==> config.mk <==
export PLATFORM = sky130hd
export DESIGN_NAME = uart_tx_scheduler
export DESIGN_NICKNAME = d
export VERILOG_FILES = /design/src/rtl/uart_pkg.sv /design/src/rtl/rr_arbiter.sv /design/src/rtl/uart_tx_scheduler.sv
export SDC_FILE = /design/constraint.sdc
export NUM_CORES = 1
export LEC_CHECK = 0
export ABC_AREA = 1
export ABC_CLOCK_PERIOD_IN_PS = 4400
export BUFFER_PORTS_ARGS = -buffer_cell sky130_fd_sc_hd__buf_2
export CAP_MARGIN = 30
export CORE_MARGIN = 2
export CORE_UTILIZATION = 55
export DETAILED_ROUTE_END_ITERATION = 10
export GPL_TIMING_DRIVEN = 1
export PLACE_DENSITY = 0.94
export SLEW_MARGIN = 15
export SYNTH_ARGS = -nofsm -noshare
export SYNTH_HDL_FRONTEND = slang
export SYNTH_SLANG_ARGS = --single-unit
==> constraint.sdc <==
create_clock -name clk -period 4.4 [get_ports clk]
set_clock_uncertainty 0.05 [all_clocks]
set_input_delay 0.88 -clock clk [delete_from_list [all_inputs] [get_ports clk]]
set_output_delay 0.88 -clock clk [all_outputs]
set_load 0.02 [all_outputs]
==> src/rtl/uart_pkg.sv <==
`default_nettype none
// ============================================================================
// Module      : uart_pkg
// Description : Shared types and default sizing for the UART TX scheduler.
//               Holds the scheduler FSM state encoding and the default
//               requester count / busy-timeout constants.
// Revision    : 1.0 - initial release
// ============================================================================
package uart_pkg;

  typedef enum logic [1:0] {
    ST_IDLE      = 2'd0,
    ST_START     = 2'd1,
    ST_WAIT_BUSY = 2'd2,
    ST_WAIT_DONE = 2'd3
  } state_e;

  localparam int DEF_NUM_REQ      = 4;
  localparam int DEF_BUSY_TIMEOUT = 16;

endpackage
`default_nettype wire

==> src/rtl/rr_arbiter.sv <==
`default_nettype none
// ============================================================================
// Module      : rr_arbiter
// Description : Purely combinational round-robin selector. Returns the first
//               asserted request found when searching upward (with wrap)
//               from the pointer index.
// Ports       : req_i       - request vector, one bit per requester
//               ptr_i       - index where the search starts
//               gnt_o       - selected requester index
//               gnt_valid_o - high when any request is asserted
// Revision    : 1.0 - initial release
// ============================================================================
module rr_arbiter #(
  parameter int NUM_REQ = 4
) (
  input  logic [NUM_REQ-1:0]         req_i,
  input  logic [$clog2(NUM_REQ)-1:0] ptr_i,
  output logic [$clog2(NUM_REQ)-1:0] gnt_o,
  output logic                       gnt_valid_o
);

  localparam int IDW = $clog2(NUM_REQ);

  int idx;

  // Walk offsets from farthest to nearest so the nearest hit is written last
  // and therefore wins.
  always_comb begin
    gnt_o       = '0;
    gnt_valid_o = 1'b0;
    idx         = 0;
    for (int off = NUM_REQ - 1; off >= 0; off--) begin
      idx = (int'(ptr_i) + off) % NUM_REQ;
      if (req_i[idx[IDW-1:0]]) begin
        gnt_o       = idx[IDW-1:0];
        gnt_valid_o = 1'b1;
      end
    end
  end

endmodule
`default_nettype wire

==> src/rtl/uart_tx_scheduler.sv <==
`default_nettype none
// ============================================================================
// Module      : uart_tx_scheduler
// Description : Shares one UART transmitter between NUM_REQ byte streams.
//               A packet owner keeps the transmitter locked until its byte
//               marked last has been sent; packet owners rotate round-robin.
// Ports       : clk, rst_n           - clock, async active-low reset
//               req_valid/data/last  - per-requester byte stream
//               req_ready            - per-requester accept
//               tx_start, tx_data    - start pulse and byte to transmitter
//               tx_busy              - transmitter busy
//               clear_err            - clears the sticky timeout flag
//               grant_id, locked     - current owner, packet in progress
//               timeout_err          - sticky busy-never-rose error
// Revision    : 1.0 - initial release
// ============================================================================
module uart_tx_scheduler
  import uart_pkg::*;
#(
  parameter int NUM_REQ      = DEF_NUM_REQ,
  parameter int BUSY_TIMEOUT = DEF_BUSY_TIMEOUT
) (
  input  logic                       clk,
  input  logic                       rst_n,
  input  logic [NUM_REQ-1:0]         req_valid,
  input  logic [NUM_REQ*8-1:0]       req_data,
  input  logic [NUM_REQ-1:0]         req_last,
  output logic [NUM_REQ-1:0]         req_ready,
  output logic                       tx_start,
  output logic [7:0]                 tx_data,
  input  logic                       tx_busy,
  input  logic                       clear_err,
  output logic [$clog2(NUM_REQ)-1:0] grant_id,
  output logic                       locked,
  output logic                       timeout_err
);

  localparam int IDW = $clog2(NUM_REQ);
  localparam int CW  = $clog2(BUSY_TIMEOUT + 1);

  state_e           state_q, state_d;
  logic [IDW-1:0]   grant_q, grant_d;
  logic [IDW-1:0]   ptr_q, ptr_d;
  logic             locked_q, locked_d;
  logic             last_q, last_d;
  logic             err_q, err_d;
  logic [7:0]       txd_q, txd_d;
  logic [CW-1:0]    cnt_q, cnt_d;

  logic [7:0]       req_byte [NUM_REQ];
  logic [IDW-1:0]   arb_gnt;
  logic             arb_valid;
  logic [IDW-1:0]   cand;
  logic             cand_valid;
  logic             accept;
  logic             busy_timeout;
  logic [IDW-1:0]   next_ptr;

  for (genvar gi = 0; gi < NUM_REQ; gi++) begin : g_unpack
    assign req_byte[gi] = req_data[gi*8 +: 8];
  end

  rr_arbiter #(
    .NUM_REQ (NUM_REQ)
  ) u_arb (
    .req_i       (req_valid),
    .ptr_i       (ptr_q),
    .gnt_o       (arb_gnt),
    .gnt_valid_o (arb_valid)
  );

  // While a packet is open only the owner may continue; the arbiter result
  // is ignored.
  assign cand       = locked_q ? grant_q : arb_gnt;
  assign cand_valid = locked_q ? req_valid[grant_q] : arb_valid;
  assign accept     = (state_q == ST_IDLE) && cand_valid && !tx_busy;
  assign next_ptr   = (grant_q == IDW'(NUM_REQ - 1)) ? '0 : grant_q + 1'b1;

  // Gated by rst_n so ready drops the instant reset asserts, before the
  // flops have been observed.
  always_comb begin
    req_ready = '0;
    if (accept && rst_n) begin
      req_ready[cand] = 1'b1;
    end
  end

  always_comb begin
    state_d      = state_q;
    grant_d      = grant_q;
    ptr_d        = ptr_q;
    locked_d     = locked_q;
    last_d       = last_q;
    txd_d        = txd_q;
    cnt_d        = cnt_q;
    busy_timeout = 1'b0;
    case (state_q)
      ST_IDLE: begin
        if (accept) begin
          txd_d    = req_byte[cand];
          last_d   = req_last[cand];
          locked_d = 1'b1;
          grant_d  = cand;
          state_d  = ST_START;
        end
      end
      ST_START: begin
        cnt_d   = '0;
        state_d = ST_WAIT_BUSY;
      end
      ST_WAIT_BUSY: begin
        if (tx_busy) begin
          state_d = ST_WAIT_DONE;
        end else if (cnt_q == CW'(BUSY_TIMEOUT - 1)) begin
          // Last of BUSY_TIMEOUT quiet cycles: give up on this packet.
          busy_timeout = 1'b1;
          locked_d     = 1'b0;
          ptr_d        = next_ptr;
          state_d      = ST_IDLE;
        end else begin
          cnt_d = cnt_q + 1'b1;
        end
      end
      ST_WAIT_DONE: begin
        if (!tx_busy) begin
          state_d = ST_IDLE;
          if (last_q) begin
            locked_d = 1'b0;
            ptr_d    = next_ptr;
          end
        end
      end
      default: state_d = ST_IDLE;
    endcase
    // A timeout in the same cycle as clear_err must still be reported.
    if (busy_timeout) begin
      err_d = 1'b1;
    end else if (clear_err) begin
      err_d = 1'b0;
    end else begin
      err_d = err_q;
    end
  end

  always_ff @(posedge clk or negedge rst_n) begin
    if (!rst_n) begin
      state_q  <= ST_IDLE;
      grant_q  <= '0;
      ptr_q    <= '0;
      locked_q <= 1'b0;
      last_q   <= 1'b0;
      err_q    <= 1'b0;
      txd_q    <= '0;
      cnt_q    <= '0;
    end else begin
      state_q  <= state_d;
      grant_q  <= grant_d;
      ptr_q    <= ptr_d;
      locked_q <= locked_d;
      last_q   <= last_d;
      err_q    <= err_d;
      txd_q    <= txd_d;
      cnt_q    <= cnt_d;
    end
  end

  assign tx_start    = (state_q == ST_START);
  assign tx_data     = txd_q;
  assign grant_id    = grant_q;
  assign locked      = locked_q;
  assign timeout_err = err_q;

endmodule
`default_nettype wire

==> flow_summary.html, run 1 <==
<table>
<tr><th>Metric</th><th>Value</th></tr>
<tr><th colspan="2">Outcome</th></tr>
<tr><td>Run status</td><td>complete, no violations</td></tr>
<tr><th colspan="2">Timing</th></tr>
<tr><td>Worst-case hold slack</td><td>0.4507 ns</td></tr>
<tr><td>Setup_tns</td><td>0 ns</td></tr>
<tr><td>Setup repair after global routing missed its margin</td><td>no</td></tr>
<tr><td>Final period demand of the worst path</td><td>3.465 ns</td></tr>
<tr><td>Fmax</td><td>288.6 MHz</td></tr>
<tr><td>Pins over their slew limit</td><td>0</td></tr>
<tr><td>Slew margin rel.</td><td>59.07%</td></tr>
<tr><td>Actual slew at the worst max-slew pin</td><td>0.6125 ns</td></tr>
<tr><td>Number of failing hold endpoints at the final stage</td><td>0</td></tr>
<tr><td>Final Cycle Share</td><td>between 70 and 80%</td></tr>
<tr><td>Setup-violating endpoint count in the final report</td><td>0</td></tr>
<tr><th colspan="2">Logic synthesis</th></tr>
<tr><td>Seq cells post-synth</td><td>22</td></tr>
<tr><td>Most instantiated cells after synthesis</td><td>sky130_fd_sc_hd__nand2_1 (43), sky130_fd_sc_hd__nor2_1 (34), sky130_fd_sc_hd__nand3_1 (32)</td></tr>
<tr><td>Share of synthesized area occupied by flip-flops and latches</td><td>~30%</td></tr>
<tr><td>Post-Syn Area per Cell</td><td>around 7.3 sq um</td></tr>
<tr><td>Ys async rst share</td><td>100.0%</td></tr>
<tr><td>Post-synth EDFFs</td><td>0</td></tr>
<tr><td>Library cell with the highest instance count after synthesis</td><td>sky130_fd_sc_hd__nand2_1</td></tr>
<tr><td>Number of distinct library cell variants in the gate-level netlist after synthesis</td><td>25</td></tr>
<tr><td>Area of the mapped netlist</td><td>between 0.0015 and 0.002 sq mm</td></tr>
<tr><td>Cells taking the most area after synthesis</td><td>sky130_fd_sc_hd__dfrtp_1 (30%), sky130_fd_sc_hd__nand2_1 (8.7%), sky130_fd_sc_hd__nand3_1 (8.6%), sky130_fd_sc_hd__nor2_1 (6.9%), sky130_fd_sc_hd__nand4_1 (6.4%)</td></tr>
<tr><td>Share of the synthesized area in the top cell type</td><td>29.73%</td></tr>
<tr><td>Mapped Nets</td><td>305</td></tr>
<tr><td>Warning count from the yosys run</td><td>0</td></tr>
<tr><td>Synth Flop Type</td><td>sky130_fd_sc_hd__dfrtp_1</td></tr>
<tr><td>Cell taking the most area after synthesis</td><td>sky130_fd_sc_hd__dfrtp_1</td></tr>
<tr><td>Number of standard cells after synthesis</td><td>253</td></tr>
<tr><th colspan="2">GRT</th></tr>
<tr><td>First-pass GRT wire length</td><td>6.789 mm</td></tr>
<tr><td>Via count of the first global-routing pass</td><td>around 1.6k</td></tr>
<tr><td>Aggregate global routing overflow</td><td>0</td></tr>
<tr><td>Global routing usage summed across all routing layers</td><td>23.81%</td></tr>
<tr><td>Pin count of the biggest net entering global routing</td><td>24</td></tr>
<tr><td>Number of antenna violations at the first check in global routing</td><td>0</td></tr>
<tr><th colspan="2">Die</th></tr>
<tr><td>Core area</td><td>0.003284 sq mm</td></tr>
<tr><td>Die width</td><td>62.03 microns</td></tr>
<tr><td>Number of top-level pins</td><td>61</td></tr>
<tr><td>Cell row count</td><td>21</td></tr>
<tr><td>Die Ht</td><td>slightly above 60 microns</td></tr>
<tr><td>DIE AREA</td><td>~0.0038 sq mm</td></tr>
<tr><td>Initial standard-cell utilization of the core</td><td>56.38%</td></tr>
<tr><th colspan="2">Clock network</th></tr>
<tr><td>Maximum number of buffers from clock root to sink</td><td>2</td></tr>
<tr><td>Post-CTS setup buffers</td><td>0</td></tr>
<tr><td>CTS root buf</td><td>sky130_fd_sc_hd__clkbuf_4</td></tr>
<tr><td>Clk sink count</td><td>22</td></tr>
<tr><td>Clock insertion delay at the later pin of the skew report</td><td>roughly 0.31 ns</td></tr>
<tr><td>Cts hold-fix bufs</td><td>0</td></tr>
<tr><td>Total CTS buffers</td><td>3</td></tr>
<tr><td>PostCTS Resize Cnt</td><td>0</td></tr>
<tr><td>Clock input transition at the sequential cells of the worst setup and hold paths</td><td>around 0.12 ns</td></tr>
<tr><td>Maximum level of the CTS H-tree</td><td>1</td></tr>
<tr><td>Clock tree from TritonCTS</td><td>yes</td></tr>
<tr><th colspan="2">Power and ir drop</th></tr>
<tr><td>Standby leakage power</td><td>1.146 nW</td></tr>
<tr><td>Total power density per cell area</td><td>slightly below 800 mW/mm^2</td></tr>
<tr><td>IR drop worst, VDD</td><td>388.3 uV</td></tr>
<tr><th colspan="2">Setup path</th></tr>
<tr><td>Category of the worst setup path capture point</td><td>output port</td></tr>
<tr><td>Endpoint required time on the critical path</td><td>3.47 ns</td></tr>
<tr><td>Data arrival at the endpoint of the critical path</td><td>2.54 ns</td></tr>
<tr><td>Setup CP Type</td><td>reg -&gt; out</td></tr>
<tr><td>R2r startpoint</td><td>ptr_q[0]</td></tr>
<tr><td>Critical-path maximum fanout</td><td>22</td></tr>
<tr><td>Worst reg2reg setup slack</td><td>~2.1 ns</td></tr>
<tr><td>Endpoint of the worst register-to-register path</td><td>tx_data[1]</td></tr>
<tr><td>FF-to-FF path depth</td><td>10</td></tr>
<tr><td>Crit start category</td><td>flip-flop</td></tr>
<tr><th colspan="2">Routing</th></tr>
<tr><td>Metal2 WL</td><td>2.210 mm</td></tr>
<tr><td>Vias/cell</td><td>5.370</td></tr>
<tr><td>Vias</td><td>1901</td></tr>
<tr><td>Routed wire length</td><td>approximately 4.3 mm</td></tr>
<tr><td>Number of violations reported at the end of detailed-routing iteration 0</td><td>135</td></tr>
<tr><td>Top Metal Used</td><td>met4</td></tr>
<tr><td>DRT antenna net count</td><td>0</td></tr>
<tr><td>Detail-routed net length per standard cell</td><td>around 12 microns</td></tr>
<tr><td>Pre-Repair DR Iteration Count</td><td>4</td></tr>
<tr><td>Total length of routed met3 wires</td><td>212 microns</td></tr>
<tr><td>Wire length on met1</td><td>approximately 1.9 mm</td></tr>
<tr><td>DRC violations left</td><td>0</td></tr>
<tr><th colspan="2">Final layout</th></tr>
<tr><td>Synthesis-to-finish area growth</td><td>17.09%</td></tr>
<tr><td>Diodes inserted</td><td>0</td></tr>
<tr><td>Post-layout nets</td><td>361</td></tr>
<tr><td>Fraction of final layout cells sized beyond drive strength 1</td><td>between 30% and 40%</td></tr>
<tr><td>Filler cell count in the final layout</td><td>288</td></tr>
<tr><th colspan="2">Placed design</th></tr>
<tr><td>Quantity of I/O buffers inserted on ports</td><td>60</td></tr>
<tr><td>Detail Placement HPWL</td><td>between 3 and 4 mm</td></tr>
<tr><td>Weighted congestion reported at the end of routability-driven placement</td><td>0.9655</td></tr>
<tr><th colspan="2">Min path</th></tr>
<tr><td>Worst Hold Path Cells</td><td>2</td></tr>
<tr><td>Capture endpoint of the worst hold path</td><td>last_q</td></tr>
<tr><td>Startpoint of the worst hold path</td><td>last_q</td></tr>
<tr><td>Type of the most critical hold path</td><td>reg -&gt; reg</td></tr>
<tr><th colspan="2">Run</th></tr>
<tr><td>Max_cap viols</td><td>0</td></tr>
</table>
==> through the flow <==
| step | setup slack (ns) | power, mW | area [sq um] | cells | util (%) |
|---|---|---|---|---|---|
| 2_1_floorplan | 1.295 | 1.390 | 1852 | 253 | - |
| 3_3_place_gp | 1.101 | 1.521 | 2132 | 350 | 64.91 |
| 3_5_place_dp | 1.002 | 1.564 | 2132 | 350 | 64.91 |
| 4_1_cts | 0.9307 | 1.678 | 2168 | 354 | 66.02 |
| 5_1_grt | 0.7028 | 1.853 | 2168 | 354 | 66.02 |
| 6_report | 0.9348 | 1.685 | 2168 | 354 | 66.02 |
==> worst max-delay path by stage <==
| stage | startpoint | endpoint | slack, ns | depth (start not counted) |
|---|---|---|---|---|
| after floorplan | req_valid[2] | req_ready[0] | 1.29 | 12 |
| final | ptr_q[0] | req_ready[2] | 0.93 | 11 |
| after detailed placement | req_valid[3] | req_ready[2] | 1.00 | 13 |
| after global routing | ptr_q[0] | req_ready[2] | 0.70 | 11 |
| after CTS | ptr_q[0] | req_ready[2] | 0.93 | 11 |
| after global placement | req_valid[3] | req_ready[2] | 1.10 | 13 |
==> flip-flops by register name, summed over array words and instances (netlist names) <==
name	flops
last_q	1
locked	1
grant_id	2
ptr_q	2
tx_data	8
timeout_err	1
state_q	2
cnt_q	5
==> layer usage <==
metal	up-vias	global-route usage, %
met4	0	10.03
met2	67	39.88
met3	8	3.727
met1	875	30.50
li1	951	-
met5	-	0
==> report_power, final <==
group / switching, mW / internal [mW]
Clock: 0.0618 / 0.0506
Sequential: 0.0957 / 0.287
Combinational: 0.808 / 0.382
==> final cells by class <==
cell class | count | area [sq um] | area share, %
tap | 46 | 57.56 | 2.654
sequential | 22 | 550.5 | 25.39
inverter | 29 | 116.4 | 5.366
multi-input combinational | 193 | 1107 | 51.07
clock buffer | 4 | 36.28 | 1.673
timing repair buffer | 60 | 300.3 | 13.85
==> worst max-delay path, cell delays in order (launching register included) <==
cell                      delay (ns)
sky130_fd_sc_hd__dfrtp_1        0.71
sky130_fd_sc_hd__nand2_1        0.18
sky130_fd_sc_hd__nand3_1        0.15
sky130_fd_sc_hd__nand2_1        0.08
sky130_fd_sc_hd__inv_2          0.06
sky130_fd_sc_hd__nand2_1        0.07
sky130_fd_sc_hd__nand2_2        0.08
sky130_fd_sc_hd__nand3_4        0.20
sky130_fd_sc_hd__nand2_4        0.27
sky130_fd_sc_hd__inv_1          0.09
sky130_fd_sc_hd__nor3_1         0.15
sky130_fd_sc_hd__buf_2          0.20
==> cell families (layout without fill, tap and decap cells) <==
kind of cell | count (synthesis) | in the layout | synth area share [%]
buffers and inverters | 38 | 93 | 10.47
AO/OA/AOI/OAI | 22 | 22 | 7.095
flip-flops | 22 | 22 | 29.73
adder cells (fa/ha/maj) | 8 | 8 | 5.406
AND/OR/NAND/NOR | 163 | 163 | 47.30
==> placed cells by master (no fill, tap or decap) <==
cell	instances
sky130_fd_sc_hd__buf_2	60
sky130_fd_sc_hd__nand2_1	43
sky130_fd_sc_hd__nor2_1	34
sky130_fd_sc_hd__nand3_1	32
sky130_fd_sc_hd__inv_1	24
sky130_fd_sc_hd__dfrtp_1	22
sky130_fd_sc_hd__nand4_1	19
sky130_fd_sc_hd__o21ai_0	10
sky130_fd_sc_hd__nand2_4	9
sky130_fd_sc_hd__nand2_2	9
sky130_fd_sc_hd__ha_1	8
sky130_fd_sc_hd__a21oi_1	7
sky130_fd_sc_hd__nand3_2	5
sky130_fd_sc_hd__nor3_1	5
sky130_fd_sc_hd__inv_2	4
sky130_fd_sc_hd__nor2_4	4
sky130_fd_sc_hd__clkbuf_4	3
sky130_fd_sc_hd__nor2_2	2
sky130_fd_sc_hd__o31ai_1	2
sky130_fd_sc_hd__inv_8	1
sky130_fd_sc_hd__nand3_4	1
sky130_fd_sc_hd__o21ai_4	1
sky130_fd_sc_hd__o22ai_1	1
sky130_fd_sc_hd__a22o_1	1
sky130_fd_sc_hd__clkbuf_8	1
Note: power is estimated with default switching activity, not from simulation.
==> run 2, diff against run 1 <==
- ABC_CLOCK_PERIOD_IN_PS: 4400 -> 3400
- CORE_UTILIZATION: 55 -> 51
- PLACE_DENSITY: 0.94 -> 0.88
- clock period: 4.4 -> 3.4 ns (I/O delays scaled with it)
==> run 2 against run 1 <==
  * Sequential cell count did not move
  * Die area rose by 7.3%
  * Routed wire length fell by 3.3%
  * Register-to-register slack got worse by 0.72 ns
  * Sequential power rose by 30%
  * Design area rose by 0.75%
  * Clock power rose by 26%
  * Critical path depth fell by 1
  * First-iteration DRC count fell by 24%
  * Worst hold slack got worse by 0.16 ns
  * Largest power group unchanged
==> flow_summary.html, run 2 (synthesized netlist as in run 1, its figures left out) <==
<table>
<tr><th>Metric</th><th>Value</th></tr>
<tr><th colspan="2">Setup path</th></tr>
<tr><td>Slowest cell on crit path</td><td>sky130_fd_sc_hd__dfrtp_1</td></tr>
<tr><td>Data arrival at the endpoint of the critical path</td><td>2.41 ns</td></tr>
<tr><td>Highest cell delay on the worst timing path</td><td>0.47 ns</td></tr>
<tr><td>Crit-path cells</td><td>inv_1, a21oi_1, o21ai_0, o21ai_0, a21oi_1, nand2_1, inv_2, nand2_1, nor3_1, buf_2</td></tr>
<tr><td>Count of buffer and inverter cells on the critical path</td><td>3</td></tr>
<tr><td>Setup CP Type</td><td>reg -&gt; out</td></tr>
<tr><td>Family with the most delay on the worst path</td><td>buffers and inverters</td></tr>
<tr><td>Critical-path maximum fanout</td><td>18</td></tr>
<tr><td>Endpoint required time on the critical path</td><td>2.67 ns</td></tr>
<tr><td>Crit start category</td><td>flip-flop</td></tr>
<tr><td>Category of the worst setup path capture point</td><td>output port</td></tr>
<tr><th colspan="2">Clock network</th></tr>
<tr><td>Cts hold-fix bufs</td><td>0</td></tr>
<tr><td>Clock insertion delay at the later pin of the skew report</td><td>about 0.3 ns</td></tr>
<tr><td>Maximum level of the CTS H-tree</td><td>1</td></tr>
<tr><td>Clk sink count</td><td>22</td></tr>
<tr><td>Total CTS buffers</td><td>3</td></tr>
<tr><td>CTS root buf</td><td>sky130_fd_sc_hd__clkbuf_4</td></tr>
<tr><td>Maximum number of buffers from clock root to sink</td><td>2</td></tr>
<tr><td>Clock input transition at the sequential cells of the worst setup and hold paths</td><td>0.12 ns</td></tr>
<tr><td>Clock tree from TritonCTS</td><td>yes</td></tr>
<tr><th colspan="2">Final layout</th></tr>
<tr><td>Post-layout nets</td><td>363</td></tr>
<tr><td>Synthesis-to-finish area growth</td><td>17.97%</td></tr>
<tr><td>Largest register FFs</td><td>8</td></tr>
<tr><td>Filler cell count in the final layout</td><td>316</td></tr>
<tr><td>Highest-count cells in the layout ignoring fill and taps</td><td>sky130_fd_sc_hd__buf_2 (60), sky130_fd_sc_hd__nand2_1 (43), sky130_fd_sc_hd__nor2_1 (34)</td></tr>
<tr><td>Fraction of final layout cells sized beyond drive strength 1</td><td>33.23%</td></tr>
<tr><td>Post-layout util</td><td>63.96%</td></tr>
<tr><td>Fin cells</td><td>356</td></tr>
<tr><td>Most common cell after layout, fill and taps aside</td><td>sky130_fd_sc_hd__buf_2</td></tr>
<tr><td>Diodes inserted</td><td>0</td></tr>
<tr><th colspan="2">Outcome</th></tr>
<tr><td>Run status</td><td>complete, no violations</td></tr>
<tr><th colspan="2">Run</th></tr>
<tr><td>Max_cap viols</td><td>0</td></tr>
<tr><th colspan="2">Die</th></tr>
<tr><td>Die Ht</td><td>64.26 microns</td></tr>
<tr><td>Die width</td><td>64.26 microns</td></tr>
<tr><td>DIE AREA</td><td>0.004129 sq mm</td></tr>
<tr><td>Cell row count</td><td>21</td></tr>
<tr><td>Core area</td><td>about 0.0034 sq mm</td></tr>
<tr><td>Initial standard-cell utilization of the core</td><td>a little over half</td></tr>
<tr><td>Number of top-level pins</td><td>between 60 and 70</td></tr>
<tr><th colspan="2">Routing</th></tr>
<tr><td>DRC violations left</td><td>0</td></tr>
<tr><td>DRT antenna net count</td><td>0</td></tr>
<tr><td>Vias</td><td>1834</td></tr>
<tr><td>Number of violations reported at the end of detailed-routing iteration 0</td><td>103</td></tr>
<tr><td>Wire length on met1</td><td>1.961 mm</td></tr>
<tr><td>Detail-routed net length per standard cell</td><td>between 10 and 15 microns</td></tr>
<tr><td>Vias/cell</td><td>5.152</td></tr>
<tr><td>Top Metal Used</td><td>met4</td></tr>
<tr><td>Routed wire length</td><td>4.206 mm</td></tr>
<tr><td>Total length of routed met3 wires</td><td>217 microns</td></tr>
<tr><td>Metal2 WL</td><td>roughly 2 mm</td></tr>
<tr><td>Pre-Repair DR Iteration Count</td><td>4</td></tr>
<tr><th colspan="2">Power and ir drop</th></tr>
<tr><td>IR drop worst, VDD</td><td>457.3 uV</td></tr>
<tr><td>Total power density per cell area</td><td>989.8 mW/mm^2</td></tr>
<tr><td>Power, Total</td><td>2.162 mW</td></tr>
<tr><td>Standby leakage power</td><td>1.155 nW</td></tr>
<tr><th colspan="2">Min path</th></tr>
<tr><td>Type of the most critical hold path</td><td>in -&gt; async</td></tr>
<tr><th colspan="2">Timing</th></tr>
<tr><td>Final Cycle Share</td><td>around 92%</td></tr>
<tr><td>Fmax</td><td>318.9 MHz</td></tr>
<tr><td>Setup-violating endpoint count in the final report</td><td>0</td></tr>
<tr><td>Final period demand of the worst path</td><td>~3.1 ns</td></tr>
<tr><td>Actual slew at the worst max-slew pin</td><td>0.5995 ns</td></tr>
<tr><td>Worst-case hold slack</td><td>0.2939 ns</td></tr>
<tr><td>Pins over their slew limit</td><td>0</td></tr>
<tr><td>Setup_tns</td><td>0 ns</td></tr>
<tr><td>Slew margin rel.</td><td>between 50% and 60%</td></tr>
<tr><td>Number of failing hold endpoints at the final stage</td><td>0</td></tr>
<tr><td>Setup repair after global routing missed its margin</td><td>no</td></tr>
<tr><th colspan="2">GRT</th></tr>
<tr><td>Aggregate global routing overflow</td><td>0</td></tr>
<tr><td>First-pass GRT wire length</td><td>between 7 and 8 mm</td></tr>
<tr><td>Pin count of the biggest net entering global routing</td><td>23</td></tr>
<tr><td>Via count of the first global-routing pass</td><td>1636</td></tr>
<tr><td>Number of antenna violations at the first check in global routing</td><td>0</td></tr>
<tr><td>Global routing usage summed across all routing layers</td><td>21.06%</td></tr>
<tr><th colspan="2">Placed design</th></tr>
<tr><td>Quantity of I/O buffers inserted on ports</td><td>60</td></tr>
<tr><td>Weighted congestion reported at the end of routability-driven placement</td><td>around 0.89</td></tr>
<tr><td>Detail Placement HPWL</td><td>between 3 and 4 mm</td></tr>
<tr><td># placed instances</td><td>352</td></tr>
</table>
run 2: what timing repair did:
action / CTS / global route
endpoints found under the setup margin: 0 / 2
gates resized for setup: 0 / 1
setup buffers: 0 / 0
run 2: worst paths after layout:
check / start / end / slack [ns] / cells after the start
setup / recovery: grant_id[0] / req_ready[0] / 0.26 / 10
hold / removal: rst_n / tx_data[1] / 0.29 / 2
setup reg to reg: ptr_q[0] / last_q / 1.36 / 15
hold reg to reg: last_q / last_q / 0.46 / 2
max in group asynchronous: rst_n / ptr_q[0] / 2.76 / 2
min in group clk: last_q / last_q / 0.46 / 2
run 2: per-stage QoR:
step / area [sq um] / setup slack, ns
final: 2185 / 0.2638
after global routing: 2185 / 0.01612
after CTS: 2183 / 0.1426
after detailed placement: 2147 / 0.3654
after global placement: 2147 / 0.3562
after floorplan: 1852 / 0.6947
run 2: power breakdown:
group	internal (mW)	switching, mW	leakage [nW]	total [mW]
Combinational	0.508	1.02	0.866	1.53
Sequential	0.372	0.124	0.268	0.496
Clock	0.0653	0.0752	0.0210	0.141
run 2: routing by layer:
layer | GRT usage, % | vias to the layer above
li1 | - | 950
met1 | 30.03 | 832
met2 | 34.24 | 50
met3 | 2.289 | 2
met4 | 5.053 | 0
met5 | 0 | -
run 2: layout make-up:
class                   instances  area (sq um)  share of cell area (%)
flip-flops and latches         22         551.8                   25.26
clock buffers                   4         36.28                   1.661
multi-input cells             193          1107                   50.69
well taps                      46         57.56                   2.635
inverters                      29         116.4                   5.326
repair buffers                 62         315.3                   14.43
run 2: worst register-to-register path: cells and delay by family, from the launching register on:
family	cells	cell delay, ns
AND/OR/NAND/NOR	14	1.25
buffers and inverters	1	0.14
flip-flops	1	0.54
==> run 3, diff against run 2 <==
- CORE_ASPECT_RATIO: unset -> 0.5
==> run 3 against run 2 <==
  * Sequential share of layout area decreased by 0.17 points
  * Register-to-register slack got worse by 0.30 ns
  * Die area increased by 0.72%
  * Critical path type unchanged
  * Largest cell class unchanged
  * Largest power group unchanged
  * Highest routed layer unchanged
==> flow_summary.html, run 3 (synthesized netlist as in run 1, its figures left out) <==
<table>
<tr><th>Metric</th><th>Value</th></tr>
<tr><th colspan="2">Setup path</th></tr>
<tr><td>Endpoint required time on the critical path</td><td>between 2 and 3 ns</td></tr>
<tr><td>R2r startpoint</td><td>ptr_q[0]</td></tr>
<tr><td>Crit start category</td><td>flip-flop</td></tr>
<tr><td>Setup CP Type</td><td>reg -&gt; out</td></tr>
<tr><td>Crit-path cells</td><td>nand2_1, nand3_1, nand2_1, inv_2, nand2_1, nand2_2, nand3_4, nand2_4, inv_1, nor3_1, buf_2</td></tr>
<tr><td>Endpoint of the worst register-to-register path</td><td>tx_data[7]</td></tr>
<tr><td>FF-to-FF path depth</td><td>12</td></tr>
<tr><td>Data arrival at the endpoint of the critical path</td><td>2.53 ns</td></tr>
<tr><td>Highest cell delay on the worst timing path</td><td>0.70 ns</td></tr>
<tr><td>Worst path most repeated cell</td><td>sky130_fd_sc_hd__nand2_1</td></tr>
<tr><td>Category of the worst setup path capture point</td><td>output port</td></tr>
<tr><td>Worst reg2reg setup slack</td><td>1.06 ns</td></tr>
<tr><td>Critical-path maximum fanout</td><td>22</td></tr>
<tr><td>Count of buffer and inverter cells on the critical path</td><td>3</td></tr>
<tr><td>Family with the most delay on the worst path</td><td>simple AND/OR/NAND/NOR gates</td></tr>
<tr><td>Slowest cell on crit path</td><td>sky130_fd_sc_hd__dfrtp_1</td></tr>
<tr><th colspan="2">Routing</th></tr>
<tr><td>Routed wire length</td><td>4.718 mm</td></tr>
<tr><td>DRT antenna net count</td><td>0</td></tr>
<tr><td>DRC violations left</td><td>0</td></tr>
<tr><td>Top Metal Used</td><td>met4</td></tr>
<tr><td>Total length of routed met3 wires</td><td>~280 microns</td></tr>
<tr><td>Pre-Repair DR Iteration Count</td><td>4</td></tr>
<tr><td>Metal2 WL</td><td>approximately 2.4 mm</td></tr>
<tr><td>Vias</td><td>1882</td></tr>
<tr><td>Number of violations reported at the end of detailed-routing iteration 0</td><td>around 140</td></tr>
<tr><td>Vias/cell</td><td>5.228</td></tr>
<tr><td>Detail-routed net length per standard cell</td><td>13.11 microns</td></tr>
<tr><td>Wire length on met1</td><td>2.041 mm</td></tr>
<tr><th colspan="2">GRT</th></tr>
<tr><td>Number of antenna violations at the first check in global routing</td><td>0</td></tr>
<tr><td>Via count of the first global-routing pass</td><td>1647</td></tr>
<tr><td>Global routing usage summed across all routing layers</td><td>22.73%</td></tr>
<tr><td>First-pass GRT wire length</td><td>7.141 mm</td></tr>
<tr><td>Pin count of the biggest net entering global routing</td><td>23</td></tr>
<tr><td>Aggregate global routing overflow</td><td>0</td></tr>
<tr><th colspan="2">Power and ir drop</th></tr>
<tr><td>Standby leakage power</td><td>1.156 nW</td></tr>
<tr><td>Power, Total</td><td>2.242 mW</td></tr>
<tr><td>Total power density per cell area</td><td>1021 mW/mm^2</td></tr>
<tr><td>IR drop worst, VDD</td><td>a little under 400 uV</td></tr>
<tr><th colspan="2">Timing</th></tr>
<tr><td>Slew margin rel.</td><td>58.94%</td></tr>
<tr><td>Setup_tns</td><td>0 ns</td></tr>
<tr><td>Setup repair after global routing missed its margin</td><td>no</td></tr>
<tr><td>Fmax</td><td>307.1 MHz</td></tr>
<tr><td>Min setup slack post-route</td><td>0.1435 ns</td></tr>
<tr><td>Final Cycle Share</td><td>95.78%</td></tr>
<tr><td>Actual slew at the worst max-slew pin</td><td>between 0.6 and 0.7 ns</td></tr>
<tr><td>Number of failing hold endpoints at the final stage</td><td>0</td></tr>
<tr><td>Setup-violating endpoint count in the final report</td><td>0</td></tr>
<tr><td>Final period demand of the worst path</td><td>3.256 ns</td></tr>
<tr><td>Pins over their slew limit</td><td>0</td></tr>
<tr><th colspan="2">Placed design</th></tr>
<tr><td>Detail Placement HPWL</td><td>between 3 and 4 mm</td></tr>
<tr><td>Quantity of I/O buffers inserted on ports</td><td>60</td></tr>
<tr><td>Weighted congestion reported at the end of routability-driven placement</td><td>0.8963</td></tr>
<tr><td># placed instances</td><td>357</td></tr>
<tr><td>Worst setup slack before clock tree synthesis</td><td>0.3994 ns</td></tr>
<tr><th colspan="2">Clock network</th></tr>
<tr><td>CTS root buf</td><td>sky130_fd_sc_hd__clkbuf_8</td></tr>
<tr><td>Clock insertion delay at the later pin of the skew report</td><td>0.26 ns</td></tr>
<tr><td>Clk sink count</td><td>22</td></tr>
<tr><td>Maximum level of the CTS H-tree</td><td>1</td></tr>
<tr><td>Maximum number of buffers from clock root to sink</td><td>2</td></tr>
<tr><td>Clock tree from TritonCTS</td><td>yes</td></tr>
<tr><td>PostCTS Resize Cnt</td><td>0</td></tr>
<tr><td>Cts hold-fix bufs</td><td>0</td></tr>
<tr><td>Clock input transition at the sequential cells of the worst setup and hold paths</td><td>0.07 ns</td></tr>
<tr><td>Post-CTS setup buffers</td><td>0</td></tr>
<tr><td>Total CTS buffers</td><td>3</td></tr>
<tr><th colspan="2">Die</th></tr>
<tr><td>Number of top-level pins</td><td>just over 60</td></tr>
<tr><td>Core area</td><td>about 0.0035 sq mm</td></tr>
<tr><td>Initial standard-cell utilization of the core</td><td>53.62%</td></tr>
<tr><td>Cell row count</td><td>15</td></tr>
<tr><td>Die Ht</td><td>46.61 microns</td></tr>
<tr><td>DIE AREA</td><td>0.004158 sq mm</td></tr>
<tr><td>Die width</td><td>around 90 microns</td></tr>
<tr><th colspan="2">Final layout</th></tr>
<tr><td>Most common cell after layout, fill and taps aside</td><td>sky130_fd_sc_hd__buf_2</td></tr>
<tr><td>Synthesis-to-finish area growth</td><td>18.51%</td></tr>
<tr><td>Fin cells</td><td>360</td></tr>
<tr><td>Largest register FFs</td><td>8</td></tr>
<tr><td>Fraction of final layout cells sized beyond drive strength 1</td><td>32.69%</td></tr>
<tr><td>Sequential cell area in the final layout</td><td>~550 sq um</td></tr>
<tr><td>Area of the multi-input gates</td><td>0.001107 sq mm</td></tr>
<tr><td>Post-layout nets</td><td>363</td></tr>
<tr><td>Filler cell count in the final layout</td><td>324</td></tr>
<tr><td>Highest-count cells in the layout ignoring fill and taps</td><td>sky130_fd_sc_hd__buf_2 (60), sky130_fd_sc_hd__nand2_1 (43), sky130_fd_sc_hd__nor2_1 (34)</td></tr>
<tr><td>Diodes inserted</td><td>0</td></tr>
<tr><th colspan="2">Min path</th></tr>
<tr><td>Type of the most critical hold path</td><td>in -&gt; async</td></tr>
<tr><th colspan="2">Run</th></tr>
<tr><td>Max_cap viols</td><td>0</td></tr>
<tr><th colspan="2">Outcome</th></tr>
<tr><td>Run status</td><td>complete, no violations</td></tr>
</table>
==> run 3: per-layer routing <==
| layer | GRT usage, % | vias to the layer above |
|---|---|---|
| met2 | 40.30 | 50 |
| li1 | - | 950 |
| met3 | 3.047 | 4 |
| met4 | 6.567 | 0 |
| met1 | 29.66 | 878 |
| met5 | 0 | - |
==> run 3: cell type report <==
type	count	share of cell area, %
flip-flops and latches	22	25.09
repair buffers	62	14.37
clock buffers	3	1.881
well taps	51	2.908
inverters	29	5.302
multi-input cells	193	50.46
==> run 3: power by group <==
part	switching, mW	internal [mW]	total (mW)	leakage [nW]
sequential	0.126	0.372	0.498	0.269
clock	0.0779	0.0791	0.157	0.0216
combinational	1.08	0.511	1.59	0.866
==> run 3: worst max-delay path by stage <==
stage | startpoint | to | slack, ns | depth (start not counted)
floorplan | req_valid[2] | req_ready[0] | 0.69 | 12
global placement | req_valid[3] | req_ready[2] | 0.53 | 13
detailed placement | req_valid[3] | req_ready[0] | 0.40 | 13
CTS | ptr_q[0] | req_ready[0] | 0.20 | 11
global route | ptr_q[0] | req_ready[0] | 0.02 | 11
finish | ptr_q[0] | req_ready[0] | 0.14 | 11
==> run 3: worst reg2reg max path: stages (launching register included) <==
cell	delay [ns]
sky130_fd_sc_hd__dfrtp_1	0.70
sky130_fd_sc_hd__nand2_1	0.20
sky130_fd_sc_hd__nand3_1	0.15
sky130_fd_sc_hd__nand2_1	0.08
sky130_fd_sc_hd__inv_2	0.06
sky130_fd_sc_hd__nand2_1	0.07
sky130_fd_sc_hd__nand2_2	0.08
sky130_fd_sc_hd__nand3_4	0.21
sky130_fd_sc_hd__nand2_4	0.26
sky130_fd_sc_hd__nand3_1	0.12
sky130_fd_sc_hd__nand3_1	0.13
sky130_fd_sc_hd__nor2_1	0.06
sky130_fd_sc_hd__nor2_1	0.10
==> run 3: through the flow <==
step	util [%]	area [sq um]	hold WS (ns)
finish	63.55	2195	0.3702
CTS	63.55	2195	0.3849
floorplan	-	1852	0.3344
detailed placement	62.36	2153	0.4331
global placement	62.36	2153	0.4245
global route	63.55	2195	0.3964
